## src/rtl/alu_arbiter_if.sv

```systemverilog
// Requester, response and ALU-side signal bundle for alu_arbiter.
// master = requesters plus ALU (environment side), slave = the arbiter.
interface alu_arbiter_if #(
    parameter int W   = 8,
    parameter int OPS = 2
);
    logic [1:0]     req_valid;
    logic [1:0]     req_ready;
    logic [OPS-1:0] req0_op;
    logic [OPS-1:0] req1_op;
    logic [W-1:0]   req0_a;
    logic [W-1:0]   req1_a;
    logic [W-1:0]   req0_b;
    logic [W-1:0]   req1_b;
    logic [W-1:0]   req0_c;
    logic [W-1:0]   req1_c;
    logic [1:0]     resp_valid;
    logic [1:0]     resp_ready;
    logic [W-1:0]   resp_data;
    logic           resp_eq;
    logic [W-1:0]   alu_a;
    logic [W-1:0]   alu_b;
    logic [W-1:0]   alu_c;
    logic [OPS-1:0] alu_op;
    logic [W-1:0]   alu_out;
    logic           alu_is_equal;

    modport master (
        output req_valid, req0_op, req1_op, req0_a, req1_a, req0_b, req1_b,
               req0_c, req1_c, resp_ready, alu_out, alu_is_equal,
        input  req_ready, resp_valid, resp_data, resp_eq,
               alu_a, alu_b, alu_c, alu_op
    );

    modport slave (
        input  req_valid, req0_op, req1_op, req0_a, req1_a, req0_b, req1_b,
               req0_c, req1_c, resp_ready, alu_out, alu_is_equal,
        output req_ready, resp_valid, resp_data, resp_eq,
               alu_a, alu_b, alu_c, alu_op
    );
endinterface

```

## src/rtl/alu_arbiter.sv

```systemverilog
// Two-requester arbiter/sequencer for one shared ALU; ALU_ARB_RR_EN selects round-robin, else fixed priority to requester 0.
// Latency: accept at edge N, response valid in cycle N+2; at most one operation in flight (3-cycle minimum occupancy).
// Backpressure: req_ready only in IDLE; response held stable until resp_ready of the owning requester.
module alu_arbiter #(
    parameter int W   = 8,
    parameter int OPS = 2
) (
    input  logic    clk,
    input  logic    reset,
    alu_arbiter_if.slave bus
);
    typedef enum logic [1:0] {
        IDLE = 2'd0,
        EXEC = 2'd1,
        RESP = 2'd2
    } state_t;

    state_t         state;
    state_t         state_nxt;
    logic           owner;
    logic           rr;
    logic           gnt;
    logic           any_req;
    logic           resp_done;
    logic [OPS-1:0] op_q;
    logic [W-1:0]   a_q;
    logic [W-1:0]   b_q;
    logic [W-1:0]   c_q;
    logic [W-1:0]   data_q;
    logic           eq_q;

    assign any_req   = |bus.req_valid;
    assign resp_done = (state == RESP) && bus.resp_ready[owner];

    // A lone requester always wins; rr only breaks a tie.
    assign gnt = bus.req_valid[0] ? (bus.req_valid[1] & rr) : bus.req_valid[1];

`ifdef ALU_ARB_RR_EN
    always_ff @(posedge clk) begin
        if (reset) begin
            rr <= 1'b0;
        end else if (resp_done) begin
            rr <= ~owner;
        end
    end
`else
    assign rr = 1'b0;
`endif

    always_ff @(posedge clk) begin
        if (reset) begin
            state <= IDLE;
        end else begin
            state <= state_nxt;
        end
    end

    always_comb begin
        state_nxt = state;
        case (state)
            IDLE:    if (any_req) state_nxt = EXEC;
            EXEC:    state_nxt = RESP;
            RESP:    if (resp_done) state_nxt = IDLE;
            default: state_nxt = IDLE;
        endcase
    end

    always_comb begin
        bus.req_ready  = 2'b00;
        bus.resp_valid = 2'b00;
        if (state == IDLE && any_req) begin
            bus.req_ready = {gnt, ~gnt};
        end
        if (state == RESP) begin
            bus.resp_valid = {owner, ~owner};
        end
    end

    always_ff @(posedge clk) begin
        if (reset) begin
            owner  <= 1'b0;
            op_q   <= '0;
            a_q    <= '0;
            b_q    <= '0;
            c_q    <= '0;
            data_q <= '0;
            eq_q   <= 1'b0;
        end else if (state == IDLE && any_req) begin
            owner <= gnt;
            op_q  <= gnt ? bus.req1_op : bus.req0_op;
            a_q   <= gnt ? bus.req1_a  : bus.req0_a;
            b_q   <= gnt ? bus.req1_b  : bus.req0_b;
            c_q   <= gnt ? bus.req1_c  : bus.req0_c;
        end else if (state == EXEC) begin
            data_q <= bus.alu_out;
            eq_q   <= bus.alu_is_equal;
        end
    end

    // ALU sees only registered operands, never the requester buses directly.
    assign bus.alu_op    = op_q;
    assign bus.alu_a     = a_q;
    assign bus.alu_b     = b_q;
    assign bus.alu_c     = c_q;
    assign bus.resp_data = data_q;
    assign bus.resp_eq   = eq_q;
endmodule
```

## src/flat_wrapper.sv

```systemverilog
// flat-port wrapper written by rule: the top's interface ports become plain ports
module alu_arbiter_flat 
#(
    parameter int W   = 8,
    parameter int OPS = 2
)
  (clk, reset, bus_req_valid, bus_req0_op, bus_req1_op, bus_req0_a, bus_req1_a, bus_req0_b, bus_req1_b, bus_req0_c, bus_req1_c, bus_resp_ready, bus_alu_out, bus_alu_is_equal, bus_req_ready, bus_resp_valid, bus_resp_data, bus_resp_eq, bus_alu_a, bus_alu_b, bus_alu_c, bus_alu_op);
  alu_arbiter_if #(.W(W), .OPS(OPS)) bus_i ();
  input  logic clk;
  input  logic reset;
  input wire logic [$bits(bus_i.req_valid)-1:0] bus_req_valid;
  input wire logic [$bits(bus_i.req0_op)-1:0] bus_req0_op;
  input wire logic [$bits(bus_i.req1_op)-1:0] bus_req1_op;
  input wire logic [$bits(bus_i.req0_a)-1:0] bus_req0_a;
  input wire logic [$bits(bus_i.req1_a)-1:0] bus_req1_a;
  input wire logic [$bits(bus_i.req0_b)-1:0] bus_req0_b;
  input wire logic [$bits(bus_i.req1_b)-1:0] bus_req1_b;
  input wire logic [$bits(bus_i.req0_c)-1:0] bus_req0_c;
  input wire logic [$bits(bus_i.req1_c)-1:0] bus_req1_c;
  input wire logic [$bits(bus_i.resp_ready)-1:0] bus_resp_ready;
  input wire logic [$bits(bus_i.alu_out)-1:0] bus_alu_out;
  input wire logic [$bits(bus_i.alu_is_equal)-1:0] bus_alu_is_equal;
  output wire logic [$bits(bus_i.req_ready)-1:0] bus_req_ready;
  output wire logic [$bits(bus_i.resp_valid)-1:0] bus_resp_valid;
  output wire logic [$bits(bus_i.resp_data)-1:0] bus_resp_data;
  output wire logic [$bits(bus_i.resp_eq)-1:0] bus_resp_eq;
  output wire logic [$bits(bus_i.alu_a)-1:0] bus_alu_a;
  output wire logic [$bits(bus_i.alu_b)-1:0] bus_alu_b;
  output wire logic [$bits(bus_i.alu_c)-1:0] bus_alu_c;
  output wire logic [$bits(bus_i.alu_op)-1:0] bus_alu_op;
  assign bus_i.req_valid = bus_req_valid;
  assign bus_i.req0_op = bus_req0_op;
  assign bus_i.req1_op = bus_req1_op;
  assign bus_i.req0_a = bus_req0_a;
  assign bus_i.req1_a = bus_req1_a;
  assign bus_i.req0_b = bus_req0_b;
  assign bus_i.req1_b = bus_req1_b;
  assign bus_i.req0_c = bus_req0_c;
  assign bus_i.req1_c = bus_req1_c;
  assign bus_i.resp_ready = bus_resp_ready;
  assign bus_i.alu_out = bus_alu_out;
  assign bus_i.alu_is_equal = bus_alu_is_equal;
  assign bus_req_ready = bus_i.req_ready;
  assign bus_resp_valid = bus_i.resp_valid;
  assign bus_resp_data = bus_i.resp_data;
  assign bus_resp_eq = bus_i.resp_eq;
  assign bus_alu_a = bus_i.alu_a;
  assign bus_alu_b = bus_i.alu_b;
  assign bus_alu_c = bus_i.alu_c;
  assign bus_alu_op = bus_i.alu_op;
  alu_arbiter #(.W(W), .OPS(OPS)) u_core (.clk(clk), .reset(reset), .bus(bus_i));
endmodule
```

## config.mk

```make
export PLATFORM = sky130hd
export DESIGN_NAME = alu_arbiter_flat
export DESIGN_NICKNAME = d
export VERILOG_FILES = /design/src/rtl/alu_arbiter_if.sv /design/src/rtl/alu_arbiter.sv /design/src/flat_wrapper.sv
export SDC_FILE = /design/constraint.sdc
export NUM_CORES = 1
export LEC_CHECK = 0
export ABC_CLOCK_PERIOD_IN_PS = 3800
export CAP_MARGIN = 25
export CORE_MARGIN = 2
export CORE_UTILIZATION = 35
export DETAILED_ROUTE_END_ITERATION = 8
export GPL_ROUTABILITY_DRIVEN = 0
export GPL_TIMING_DRIVEN = 0
export PLACE_DENSITY = 0.8
export SETUP_SLACK_MARGIN = 0.3
export SLEW_MARGIN = 15
export SYNTH_ARGS = -nofsm -noshare
export SYNTH_HDL_FRONTEND = slang
export SYNTH_SLANG_ARGS = --single-unit
```

## constraint.sdc

```tcl
create_clock -name clk -period 3.8 [get_ports clk]
set_input_delay 0.38 -clock clk [delete_from_list [all_inputs] [get_ports clk]]
set_output_delay 0.38 -clock clk [all_outputs]
set_load 0.005 [all_outputs]
```

==> flow_summary.json <==
{
  "status": "completed",
  "synthCells": 165,
  "cts_resized": 0,
  "r2r_end": "u_core.bus.alu_b[6]",
  "worstSkewPairLatency_ns": 0.29,
  "grt.total_usage": 0.184,
  "r2r_slack_ns": 2.39,
  "cp-start-kind": "primary input",
  "critical_path_arrival_ns": 1.96,
  "cts_made_buffers": 5,
  "slew_violations": 0,
  "cts_hold_buf": 0,
  "synth.avg_cell_area_um2": 9.64,
  "port_buffers": 103,
  "cts_root_buf": "clkbuf_8",
  "min_to": "u_core.owner",
  "vias": 1672,
  "r2r_start": "u_core.state[1]",
  "grt_max_degree": 14,
  "instances_no_fill": 328,
  "synth_seq_cells": 38,
  "critical_path_required_ns": 3.42,
  "r2r_cells": 4,
  "dpl.hpwl_um": 3470,
  "synth_cell_type_count": 31,
  "hold_class": "in2reg",
  "finalCritPeriodShare": 0.616,
  "antenna_cells": 0,
  "min_period_ns": 2.34,
  "viasPerCell": 5.10,
  "grt_pass1_vias": 1721,
  "placed_area_um2": 2690,
  "fin_util": 0.643,
  "first_pass_iters": 4,
  "hold_ws_ns": 0.348,
  "worstHoldStart": "reset",
  "seq_area_frac_synth": 0.478,
  "design.core.area_um2": 4350,
  "initial_core_util": 0.365,
  "grt_setup_unrepaired": "false",
  "netlist_area_um2": 1590,
  "worst_pin_slew_ns": 0.441,
  "max_slew_margin": 0.706,
  "max-vdd-ir-drop_v": 0.000206,
  "cts_buffer_depth": 2,
  "cellPowerDensity_nw_per_um2": 375,
  "area_growth_syn_to_layout_pct": 76.1,
  "cts_setup_buffers": 0,
  "clkTransAtPathRegs_ns": 0.08,
  "worstSetupPathType": "in2out",
  "yosysWarnings": 0,
  "crit_path_end_kind": "output pin",
  "synth_fp_nets": 232,
  "path_max_fanout": 7,
  "final_area_um2": 2800,
  "finalSetupViolCount": 0,
  "overflow": 0,
  "rows": 24,
  "die_y_um": 71.4,
  "die_x_um": 71.4,
  "drv_cap": 0,
  "timing.fmax_ghz": 0.427,
  "nets": 342,
  "hold_violations": 0,
  "hold_path_depth": 2,
  "power.leakage_nw": 1.09,
  "postRouteAntennaNets": 0,
  "cts.sinks": 38,
  "ios": 106,
  "worst_slack_ns": 1.46,
  "first_iter_violations": 59,
  "dieArea_um2": 5100,
  "finalPower_mw": 1.05,
  "grt_pass1_wl_um": 7560,
  "htree_levels": 2,
  "finalClockSkew_ns": 0.00718,
  "fin_setup_tns_ns": 0,
  "cts_tree": "yes",
  "routed_wl_um": 4580,
  "dp.cells": 320,
  "antenna_found_initial": 0,
  "pre_cts_slack_ns": 1.47,
  "drc": 0,
  "layout-drive-gt1-share": 0.0761,
  "wl_per_cell_um": 14.0
}
## area by class of cell
type,count,area (µm²)
Clock inverter,3,45.0
Clock buffer,5,68.8
Fill cell,375,1550
Timing Repair Buffer,103,1030
Sequential cell,38,761
Multi-Input combinational cell,111,731
Buffer,16,98.8
Tap cell,52,65.1
## kinds of logic (layout without fill, tap and decap cells)
logic type / after synthesis / count (layout) / synth area share
flops: 38 / 38 / 0.478
simple gates: 59 / 59 / 0.202
buf+inv: 16 / 127 / 0.0622
mux: 1 / 1 / 0.00629
compound gates: 51 / 51 / 0.251
## power by group
group          switching, mW  internal, mW
Clock                  0.149         0.195
Combinational         0.0886         0.164
Sequential            0.0192         0.434
Total                  0.257         0.793
## cells in the final DEF (no fill, tap or decap), drive strengths merged, types with 2 or more instances in the layout
cell           instances
nor3b                  2
nor2b                  3
a221o                 15
o21ai                  4
o2bb2ai                6
a22o                   4
nor3                   3
buf                   10
a22oi                  6
nand2b                 2
clkbuf                11
clkinvlp               2
clkdlybuf4s50        103
or2                    2
and3                  15
dfxtp                 38
a21oi                 13
nand2                 26
## sequential cells by signal, summed over array words and instances, names as in the netlist
signal and flops:
u_core.bus.resp_eq 1, u_core.owner 1, u_core.bus.alu_a 8, u_core.bus.alu_c 8, u_core.state 2, u_core.bus.alu_b 8
u_core.bus.resp_data 8, u_core.bus.alu_op 2
## worst max path at each step
stage | start | endpoint
global route | bus_req_valid[0] | bus_req_ready[0]
finish | bus_req_valid[0] | bus_req_ready[0]
CTS | bus_req_valid[0] | bus_req_ready[0]
detailed placement | bus_req_valid[0] | bus_req_ready[0]
floorplan | bus_req_valid[1] | u_core.bus.alu_a[4]
global placement | bus_req_valid[0] | bus_req_ready[0]
## layer usage
metal  vias to the layer above  routed length, µm  GRT usage
li1                        830                  -          -
met1                       768               1930      0.207
met2                        68               2270      0.333
met3                         6                343     0.0605
met4                         0                 42     0.0482
met5                         -                  0          0
## worst max-delay path: stages
cell and delay (ns):
clkdlybuf4s50_1 0.57, nor3b_1 0.42, clkdlybuf4s50_1 0.59
## synth_stat cells
cell,number,area share
buf_4,1,0.0047
nor3b_1,2,0.0094
nand2b_1,2,0.0079
nor2b_1,3,0.012
a21oi_1,12,0.038
a221o_1,15,0.094
mux2i_1,1,0.0063
and2_1,1,0.0039
o21a_1,1,0.0047
buf_6,4,0.028
or2_2,1,0.0039
a22oi_1,6,0.028
or2_4,1,0.0055
nor2_1,1,0.0024
nand2_1,26,0.061
a22o_1,4,0.022
nand3b_1,1,0.0047
o22ai_1,1,0.0039
nor3_1,3,0.0094
or3_1,1,0.0039
o2bb2ai_1,6,0.033
nor4_4,1,0.013
a31oi_1,1,0.0039
a21oi_4,1,0.010
and3_1,15,0.059
clkbuf_1,6,0.014
buf_2,4,0.013
and3b_1,1,0.0055
buf_1,1,0.0024
o21ai_0,4,0.013
dfxtp_1,38,0.48
Note: power is estimated with default switching activity, not from simulation.
